<file path="src/rtl/bc_pkg.sv">
// Shared types and helpers for the Bulls & Cows guess scorer.
//   bc_state_e : scorer FSM states
//   cnt_width  : width of a counter that must hold 0..n
//   get_digit  : extract digit idx (width dw) from a packed operand vector
package bc_pkg;

    typedef enum logic [2:0] {
        IDLE,
        CHECK,
        BULLS,
        COWS,
        DONE
    } bc_state_e;

    // Widest operand get_digit accepts (8 digits of up to 32 bits).
    localparam int MAX_VEC_W = 256;

    function automatic int cnt_width(input int n);
        return $clog2(n + 1);
    endfunction

    function automatic logic [31:0] get_digit(input logic [MAX_VEC_W-1:0] vec,
                                              input int idx,
                                              input int dw);
        logic [MAX_VEC_W-1:0] sh;
        sh = vec >> (idx * dw);
        return sh[31:0] & ((32'd1 << dw) - 32'd1);
    endfunction

endpackage

</file>
<file path="src/rtl/bc_guess_scorer_first_match.sv">
// Combinational search for the lowest-index secret digit that is still
// unused and equals key.
//   secret : packed secret digits, digit j = [j*DIGIT_W +: DIGIT_W]
//   used   : per-digit consumed flags
//   key    : value being searched for
//   found  : a matching unused digit exists
//   index  : lowest such digit index (0 when not found)
module bc_first_match #(
    parameter int NUM_DIGITS = 4,
    parameter int DIGIT_W    = 4,
    localparam int IDX_W     = $clog2(NUM_DIGITS)
) (
    input  logic [NUM_DIGITS*DIGIT_W-1:0] secret,
    input  logic [NUM_DIGITS-1:0]         used,
    input  logic [DIGIT_W-1:0]            key,
    output logic                          found,
    output logic [IDX_W-1:0]              index
);

    // Scan from the top down so the lowest matching index is the last written.
    always_comb begin
        found = 1'b0;
        index = '0;
        for (int j = NUM_DIGITS - 1; j >= 0; j--) begin
            if (!used[j] && secret[j*DIGIT_W +: DIGIT_W] == key) begin
                found = 1'b1;
                index = IDX_W'(j);
            end
        end
    end

endmodule

</file>
<file path="src/rtl/bc_guess_scorer.sv">
// Multi-cycle Bulls & Cows evaluator: validates a secret/guess pair one digit
// per cycle, then scores bulls in one cycle and cows one guess digit per cycle.
//   clock, reset (async, active-high), clear (sync abort)
//   start_valid/start_ready : operand handshake (secret, guess)
//   busy                    : evaluation in progress
//   res_valid/res_ready     : result handshake (bulls, cows, win, invalid)
//
// state | meaning
// IDLE  | waiting for operands, start_ready high
// CHECK | range / distinctness check, one digit per cycle
// BULLS | exact-position compare of all digits at once
// COWS  | per guess digit, consume lowest matching unused secret digit
// DONE  | result held until res_ready
module bc_guess_scorer
    import bc_pkg::*;
#(
    parameter int NUM_DIGITS   = 4,
    parameter int DIGIT_W      = 4,
    parameter int DIGIT_MAX    = 9,
    parameter int ALLOW_REPEAT = 0,
    localparam int CNT_W       = cnt_width(NUM_DIGITS),
    localparam int VEC_W       = NUM_DIGITS * DIGIT_W
) (
    input  logic             clock,
    input  logic             reset,
    input  logic             clear,
    input  logic             start_valid,
    output logic             start_ready,
    input  logic [VEC_W-1:0] secret,
    input  logic [VEC_W-1:0] guess,
    output logic             busy,
    output logic             res_valid,
    input  logic             res_ready,
    output logic [CNT_W-1:0] bulls,
    output logic [CNT_W-1:0] cows,
    output logic             win,
    output logic             invalid
);

    localparam int IDX_W = $clog2(NUM_DIGITS);
    localparam logic [DIGIT_W-1:0] DMAX = DIGIT_W'(DIGIT_MAX);
    localparam logic [IDX_W-1:0]   LAST = IDX_W'(NUM_DIGITS - 1);
    localparam logic [CNT_W-1:0]   FULL = CNT_W'(NUM_DIGITS);

    bc_state_e             state, state_n;
    logic [VEC_W-1:0]      sec_q, gss_q;
    logic [IDX_W-1:0]      idx;
    logic                  err_q;
    logic [NUM_DIGITS-1:0] g_used, s_used;
    logic [CNT_W-1:0]      bulls_cnt, cows_cnt;

    logic [DIGIT_W-1:0]    sec_d, gss_d;
    logic                  digit_err, last_idx, cow_hit, err_nxt;
    logic [NUM_DIGITS-1:0] bull_vec;
    logic [CNT_W-1:0]      bull_pop, cows_nxt;
    logic                  fm_found;
    logic [IDX_W-1:0]      fm_idx;

    function automatic logic [DIGIT_W-1:0] dig(input logic [VEC_W-1:0] v, input int i);
        return DIGIT_W'(get_digit(MAX_VEC_W'(v), i, DIGIT_W));
    endfunction

    assign sec_d    = dig(sec_q, int'(idx));
    assign gss_d    = dig(gss_q, int'(idx));
    assign last_idx = (idx == LAST);

    // Digit idx is compared only against lower indices, so each pair is
    // examined exactly once across the CHECK pass.
    always_comb begin
        digit_err = (sec_d > DMAX) || (gss_d > DMAX);
        if (ALLOW_REPEAT == 0) begin
            for (int j = 0; j < NUM_DIGITS; j++) begin
                if (IDX_W'(j) < idx &&
                    (dig(sec_q, j) == sec_d || dig(gss_q, j) == gss_d))
                    digit_err = 1'b1;
            end
        end
    end

    always_comb begin
        bull_pop = '0;
        for (int i = 0; i < NUM_DIGITS; i++) begin
            bull_vec[i] = (dig(sec_q, i) == dig(gss_q, i));
            bull_pop    = bull_pop + CNT_W'(bull_vec[i]);
        end
    end

    bc_first_match #(
        .NUM_DIGITS (NUM_DIGITS),
        .DIGIT_W    (DIGIT_W)
    ) u_first_match (
        .secret (sec_q),
        .used   (s_used),
        .key    (gss_d),
        .found  (fm_found),
        .index  (fm_idx)
    );

    assign cow_hit  = (state == COWS) && !g_used[idx] && fm_found;
    assign err_nxt  = err_q | ((state == CHECK) && digit_err);
    assign cows_nxt = cows_cnt + CNT_W'(cow_hit);

    always_comb begin
        state_n = state;
        case (state)
            IDLE:    if (start_valid) state_n = CHECK;
            CHECK:   if (last_idx)    state_n = err_nxt ? DONE : BULLS;
            BULLS:                    state_n = COWS;
            COWS:    if (last_idx)    state_n = DONE;
            DONE:    if (res_ready)   state_n = IDLE;
            default:                  state_n = IDLE;
        endcase
        if (clear) state_n = IDLE;
    end

    always_ff @(posedge clock or posedge reset) begin
        if (reset) begin
            state       <= IDLE;
            start_ready <= 1'b1;
            busy        <= 1'b0;
            res_valid   <= 1'b0;
            bulls       <= '0;
            cows        <= '0;
            win         <= 1'b0;
            invalid     <= 1'b0;
            sec_q       <= '0;
            gss_q       <= '0;
            idx         <= '0;
            err_q       <= 1'b0;
            g_used      <= '0;
            s_used      <= '0;
            bulls_cnt   <= '0;
            cows_cnt    <= '0;
        end else begin
            state       <= state_n;
            start_ready <= (state_n == IDLE);
            busy        <= (state_n inside {CHECK, BULLS, COWS});
            res_valid   <= (state_n == DONE);

            if (clear) begin
                idx       <= '0;
                err_q     <= 1'b0;
                g_used    <= '0;
                s_used    <= '0;
                bulls_cnt <= '0;
                cows_cnt  <= '0;
            end else begin
                case (state)
                    IDLE: if (start_valid) begin
                        sec_q     <= secret;
                        gss_q     <= guess;
                        idx       <= '0;
                        err_q     <= 1'b0;
                        g_used    <= '0;
                        s_used    <= '0;
                        bulls_cnt <= '0;
                        cows_cnt  <= '0;
                    end
                    CHECK: begin
                        err_q <= err_nxt;
                        idx   <= last_idx ? '0 : idx + 1'b1;
                    end
                    BULLS: begin
                        g_used    <= bull_vec;
                        s_used    <= bull_vec;
                        bulls_cnt <= bull_pop;
                    end
                    COWS: begin
                        if (cow_hit) s_used[fm_idx] <= 1'b1;
                        cows_cnt <= cows_nxt;
                        idx      <= last_idx ? '0 : idx + 1'b1;
                    end
                    default: ;
                endcase

                // Result registers load on DONE entry using this cycle's
                // final error/cow contributions, so they are settled when
                // res_valid rises.
                if (state != DONE && state_n == DONE) begin
                    invalid <= err_nxt;
                    bulls   <= err_nxt ? '0 : bulls_cnt;
                    cows    <= err_nxt ? '0 : cows_nxt;
                    win     <= !err_nxt && (bulls_cnt == FULL);
                end
            end
        end
    end

endmodule

</file>
<file path="config.mk">
export PLATFORM = sky130hd
export DESIGN_NAME = bc_guess_scorer
export DESIGN_NICKNAME = d
export VERILOG_FILES = /design/src/rtl/bc_pkg.sv /design/src/rtl/bc_guess_scorer_first_match.sv /design/src/rtl/bc_guess_scorer.sv
export SDC_FILE = /design/constraint.sdc
export NUM_CORES = 1
export LEC_CHECK = 0
export BUFFER_PORTS_ARGS = -buffer_cell sky130_fd_sc_hd__clkbuf_2
export CAP_MARGIN = 20
export CORE_MARGIN = 4
export CORE_UTILIZATION = 55
export DETAILED_ROUTE_END_ITERATION = 8
export PLACE_DENSITY = 0.86
export SKIP_LAST_GASP = 1
export SYNTH_ARGS = -nofsm -noshare
export SYNTH_HDL_FRONTEND = slang
export SYNTH_HIERARCHICAL = 1
export SYNTH_SLANG_ARGS = --single-unit
</file>
<file path="constraint.sdc">
create_clock -name clock -period 8.9 [get_ports clock]
set_clock_uncertainty 0.1 [all_clocks]
set_input_delay 0 -clock clock [delete_from_list [all_inputs] [get_ports clock]]
set_output_delay 0 -clock clock [all_outputs]
set_load 0.03 [all_outputs]
</file>
== After elaboration in Yosys (flattened, before gate mapping) ==
Index checks and enable logic that the tools add are counted.
Word-level totals
  register bits after elaboration: 63
  bits of input ports: 37
  output and inout port bits: 11
Operators by class
  $add $sub $neg: 5
  magnitude comparators: 9
  equality and inequality tests: 29
  shifts and indexed selects: 2
  muxes and demuxes: 43
  bitwise operators: 3
  reduce and logical (&&, ||, !) cells: 41
Operators with widths (count)
  == test 4 bit: 16
  2-to-1 mux 3 bit: 11
  right shift 16 x 4 -> 4 bit: 2
  2-to-1 mux 4 bit: 4
  one-hot mux 3 bit (5 select lines): 1
  nonzero test 3 bit: 5
  logical AND 1 bit: 14
  2-to-1 mux 2 bit: 7
  == test 3 x 2 -> 1 bit, second input constant: 4
  2-to-1 mux 1 bit: 12
  one-hot mux 3 bit (2 select lines): 2
  one-hot mux 4 bit (3 select lines): 1
  AND reduction 2 bit: 5
  == test 3 bit, second input constant: 3
  != test 3 bit, second input constant: 3
  greater-than comparator 4 bit, second input constant: 2
  one-hot mux 4 bit (2 select lines): 1
  adder 3 x 1 -> 3 bit: 2
  == test 3 x 1 -> 1 bit, second input constant: 2
  logical NOT 1 bit: 6
  logical NOT 3 bit: 2
  less-than comparator 2 x 3 -> 1 bit, second input constant: 2
  AND reduction 3 bit: 2
  logical OR 1 bit: 5
  other kinds (16): 18

== Depth between registers and ports, before layout ==
  word-level depth: 17
  gate-level depth with buffers: 15
  mapped depth without buffers: 12

== Cells and area by module ==
Netlist, hierarchy kept.
Modules (own cells, without submodules)
  bc_guess_scorer: times used 1, cells an instance 370, area an instance 3933.8 sq um, sequential area each 1577.8 sq um
  bc_first_match: times used 1, cells an instance 30, area an instance 227.7 sq um, sequential area each 0.0 sq um

== Worst setup path before layout ==
OpenSTA, ideal clock, no wires.
  path kind: register to register
  start point: register idx[0]
  end point: register cows[2]
  arrival time: 2.739 ns
  required time: 8.699 ns
  slack: 5.960 ns
  stages on the path, launching flop included: 14
  buffers on the path: 2
  period minus slack after synthesis: 2.940 ns
  cells stage by stage: dfrtp_1 buf_6 buf_2 mux4_2 xor2_2 nor3_2 nand2b_1 nand3b_1 o2111a_1 ha_1 ha_1 xor2_1 nand2_1 o32ai_1
Between the ends
  elaborated cells on any way between the ends: 59
  those cells by class: add/sub (1); order compare (6); eq/ne (14); shift (2); mux (16); bitwise (1); reduce/logical (19)
RTL lines
  start, declared: line bc_guess_scorer.sv:47  | logic [IDX_W-1:0] idx;
  start signal, assigned: line bc_guess_scorer.sv:161  | idx <= last_idx ? '0 : idx + 1'b1;
  start signal, assigned: line bc_guess_scorer.sv:171  | idx <= last_idx ? '0 : idx + 1'b1;
  right shift 16 x 4 -> 4 bit (*): line bc_pkg.sv:26  | sh = vec >> (idx * dw);
  net gss_d[0]: line bc_guess_scorer.sv:52  | logic [DIGIT_W-1:0] sec_d, gss_d;
  == test 4 bit: line bc_guess_scorer_first_match.sv:25  | if (!used[j] && secret[j*DIGIT_W +: DIGIT_W] == key) begin
  logical AND 1 bit: line bc_guess_scorer_first_match.sv:25
  2-to-1 mux 1 bit (3 in series): line bc_guess_scorer_first_match.sv:25
  2-to-1 mux 1 bit (*): line bc_guess_scorer_first_match.sv:25
  net fm_found: line bc_guess_scorer.sv:56  | logic fm_found;
  logical AND 1 bit (*): line bc_guess_scorer.sv:99  | assign cow_hit = (state == COWS) && !g_used[idx] && fm_found;
  adder 3 x 1 -> 3 bit (*): line bc_guess_scorer.sv:101  | assign cows_nxt = cows_cnt + CNT_W'(cow_hit);
  2-to-1 mux 3 bit (*): line bc_guess_scorer.sv:182  | cows <= err_nxt ? '0 : cows_nxt;
  end signal, assigned: line bc_guess_scorer.sv:182
  end, declared: line bc_guess_scorer.sv:35  | output logic [CNT_W-1:0] cows,
Mark *: on every way through the listed nets, which the timed path passes. The rest lies on a longest branch. The select of a mux whose other input is x is not followed.
A chain may end at the register's enable or synchronous reset.

== Worst setup path in the final report ==
  start point: register idx[1]
  end point: register cows[2]
The elaborated chain is that of the path after synthesis.

==> metrics <==
PD cells 188 nW/um^2; Slew Limit Fails 0; DRC violations left 0; Worst slew margin 37.2%; Yosys top cell area share 37.3%; Die W 95.0 um; Synth Area in Adders 2.29%; Cell Area, Synth 4160 um^2; first-pass GRT wire length 16.5 mm; CP max-delay cell dfrtp_1; syn nets 444; Final Setup Violations 0; Routed Antenna Nets 0; Via density 5.81; Setup Buffers After CTS 0; critical path, cell by cell mux4_2 > xnor2_1 > nand3_1 > nor3_2 > nand2b_1 > nand3b_1 > o2111a_1 > ha_1 > ha_1 > xor2_1 > nand2_1 > o32ai_1; DRC marker count from the first detailed-route iteration 323; Slew @ Worst Pin 0.943 ns; register area 1580 um^2; area occupied by multi-input gates 2310 um^2; Synth area leaders dfrtp_1, xor2_1, mux2_2, xnor2_1, mux4_2; vias 3257; post-CTS sizing 0; Required @ worst endpoint 9.03 ns; die area 9020 um^2; GR Overflow Total 0; row count 31; detailed-route wire length 9.87 mm; Worst VDD drop 0.150 mV; RSZ-0062 raised after global routing no; status finished, final reports clean; Critical Path Sink Type flip-flop; # Max-Cap Violations 0; simple-gate area share of the yosys netlist 10.2%; mux cell area share after synthesis 14.6%; crit share post-route 38.5%; per-cell routed wire length 17.6 um; clock latency at the later pin of the worst-skew pair 0.34 ns; Die Span Y 95.0 um; post-synthesis xor/xnor area fraction 16.2%; #FFs+latches synth 63; vias in the first global route 3264; antenna violations before repair 0; post-route setup TNS 0 ns; drt pass-1 iters 5; DPL Wire Length 6.74 mm; area fraction in compound gates after synthesis 12.3%; Crit Path Class reg -> reg; # clock sinks 63; crit path max fanout 24; Post-synth EDFFs 0; initial core utilization 57.1%; share of layout cells above drive strength 1 24.0%; Synth Area per Inst 10.4 um^2; CP Data Arrival Time 3.56 ns; Post-synth top flop dfrtp_1; CTS tree yes; Tot Pwr 0.916 mW; io pins 48; largest family of logic cells by synthesized area XOR/XNOR gates; post-synth top area cell dfrtp_1; Core ar. 7290 um^2; H-tree level count 3; Worst Setup Start Kind flip-flop; IO Port Bufs 47; most used cell, CP ha_1; ant diodes 0; post-synthesis async set-or-reset flop share 100%; max incr delay on CP 0.96 ns; Num CTS Buffers 9; count leader, synth dfrtp_1; CTS max path bufs 2; Syn. warnings 6; Cell variety after synth 59; pin count of the biggest net entering global routing 64; Tightest Hold Check Type in -> reg; final hold violations 0; leakage power 2.11 nW; Max Fclk 0.292 GHz; register area share after synthesis 37.9%; Final Net Count 501; most frequent cells after synthesis dfrtp_1, xor2_1, mux2_2, xnor2_1, buf_2; root buffer cell clkbuf_8; Post-Synthesis Cells 400; Clk pin slew, worst setup/hold paths 0.06 ns; gpl congestion 0.947; Syn-to-layout area delta 17.0%; min Tclk post-route 3.43 ns; Total GRT Usage 24.2%; Fill cells 584
[report_power, final]
group	leakage, nW	internal, mW	switching, mW
clock	0.0877	0.116	0.107
combinational	1.24	0.148	0.138
sequential	0.781	0.318	0.0872
total	2.11	0.583	0.333
[cell families after synthesis]
| logic type | count (synthesis) |
|---|---|
| AND/OR/NAND/NOR | 77 |
| flip-flops | 63 |
| AO/OA/AOI/OAI | 68 |
| XOR/XNOR | 76 |
| adder cells (fa/ha/maj) | 7 |
| multiplexers | 50 |
| buffers and inverters | 59 |
[path summary, 6_finish.rpt]
check                       startpoint          end  slack [ns]  cells past startpoint
hold reg to reg            cows_cnt[2]  cows_cnt[2]        0.41                      1
max in group asynchronous        reset    sec_q[14]        7.86                      4
setup / recovery                idx[1]      cows[2]        5.47                     12
hold / removal               res_ready    res_valid        0.24                      4
min in group asynchronous        reset    s_used[1]        0.33                      4
setup reg to reg                idx[1]      cows[2]        5.47                     12
[routing by layer]
| metal | GRT usage, % | wire, um |
|---|---|---|
| met2 | 36.6 | 4670 |
| met3 | 4.38 | 640 |
| met1 | 33.2 | 4240 |
| met4 | 12.3 | 320 |
| met5 | 0 | 0 |
[worst max-delay path: cells and delay by family (launching register included)]
kind            cells  cell delay (ns)
compound gates      2             0.48
xor+xnor            2             0.35
fa+ha+maj           2             0.35
flops               1             0.96
mux                 1             0.51
simple gates        5             0.54
[cells in the final DEF (no fill, tap or decap), drive strengths merged, types with 3 or more instances in the layout]
cell / n
a21oi: 9
a22o: 8
a32oi: 3
a41oi: 4
clkbuf: 63
dfrtp: 62
dlygate4sd3: 35
ha: 6
inv: 20
mux2: 34
mux2i: 11
mux4: 5
nand2: 18
nand2b: 3
nand3: 5
nand4: 7
nor2: 13
nor2b: 5
nor3: 6
nor4: 9
o21ai: 17
o22ai: 3
o32ai: 6
o41ai: 3
xnor2: 24
xor2: 52
[sequential cells by signal, summed over array words and instances (netlist names), 3 cells and up]
| register | flops |
|---|---|
| s_used | 4 |
| bulls | 3 |
| cows | 3 |
| bulls_cnt | 3 |
| cows_cnt | 3 |
| state | 3 |
| sec_q | 16 |
| gss_q | 16 |
| g_used | 4 |
[metrics by stage]
stage / area, um^2 / worst slack (ns) / instances / hold WS, ns / utilization (%)
2_1_floorplan: 4160 / 5.96 / 400 / 0.0168 / -
3_3_place_gp: 4340 / 5.64 / 509 / 0.111 / 59.5
3_5_place_dp: 4340 / 5.51 / 509 / 0.135 / 59.5
4_1_cts: 4860 / 5.49 / 560 / 0.171 / 66.7
5_1_grt: 4870 / 5.22 / 561 / 0.226 / 66.7
6_report: 4870 / 5.47 / 561 / 0.242 / 66.7
[what timing repair did]
item	in CTS	in global routing
hold endpoints to repair	97	0
hold buffers	35	0
endpoints found under the setup margin	0	0
[final cells by class]
cell class	instances	area share (%)
clock inverters	1	0.103
flip-flops and latches	63	32.4
well taps	99	2.54
inverters	20	1.54
clock buffers	15	3.42
repair buffers	85	12.4
multi-input cells	278	47.5
Note: power is estimated with default switching activity, not from simulation.
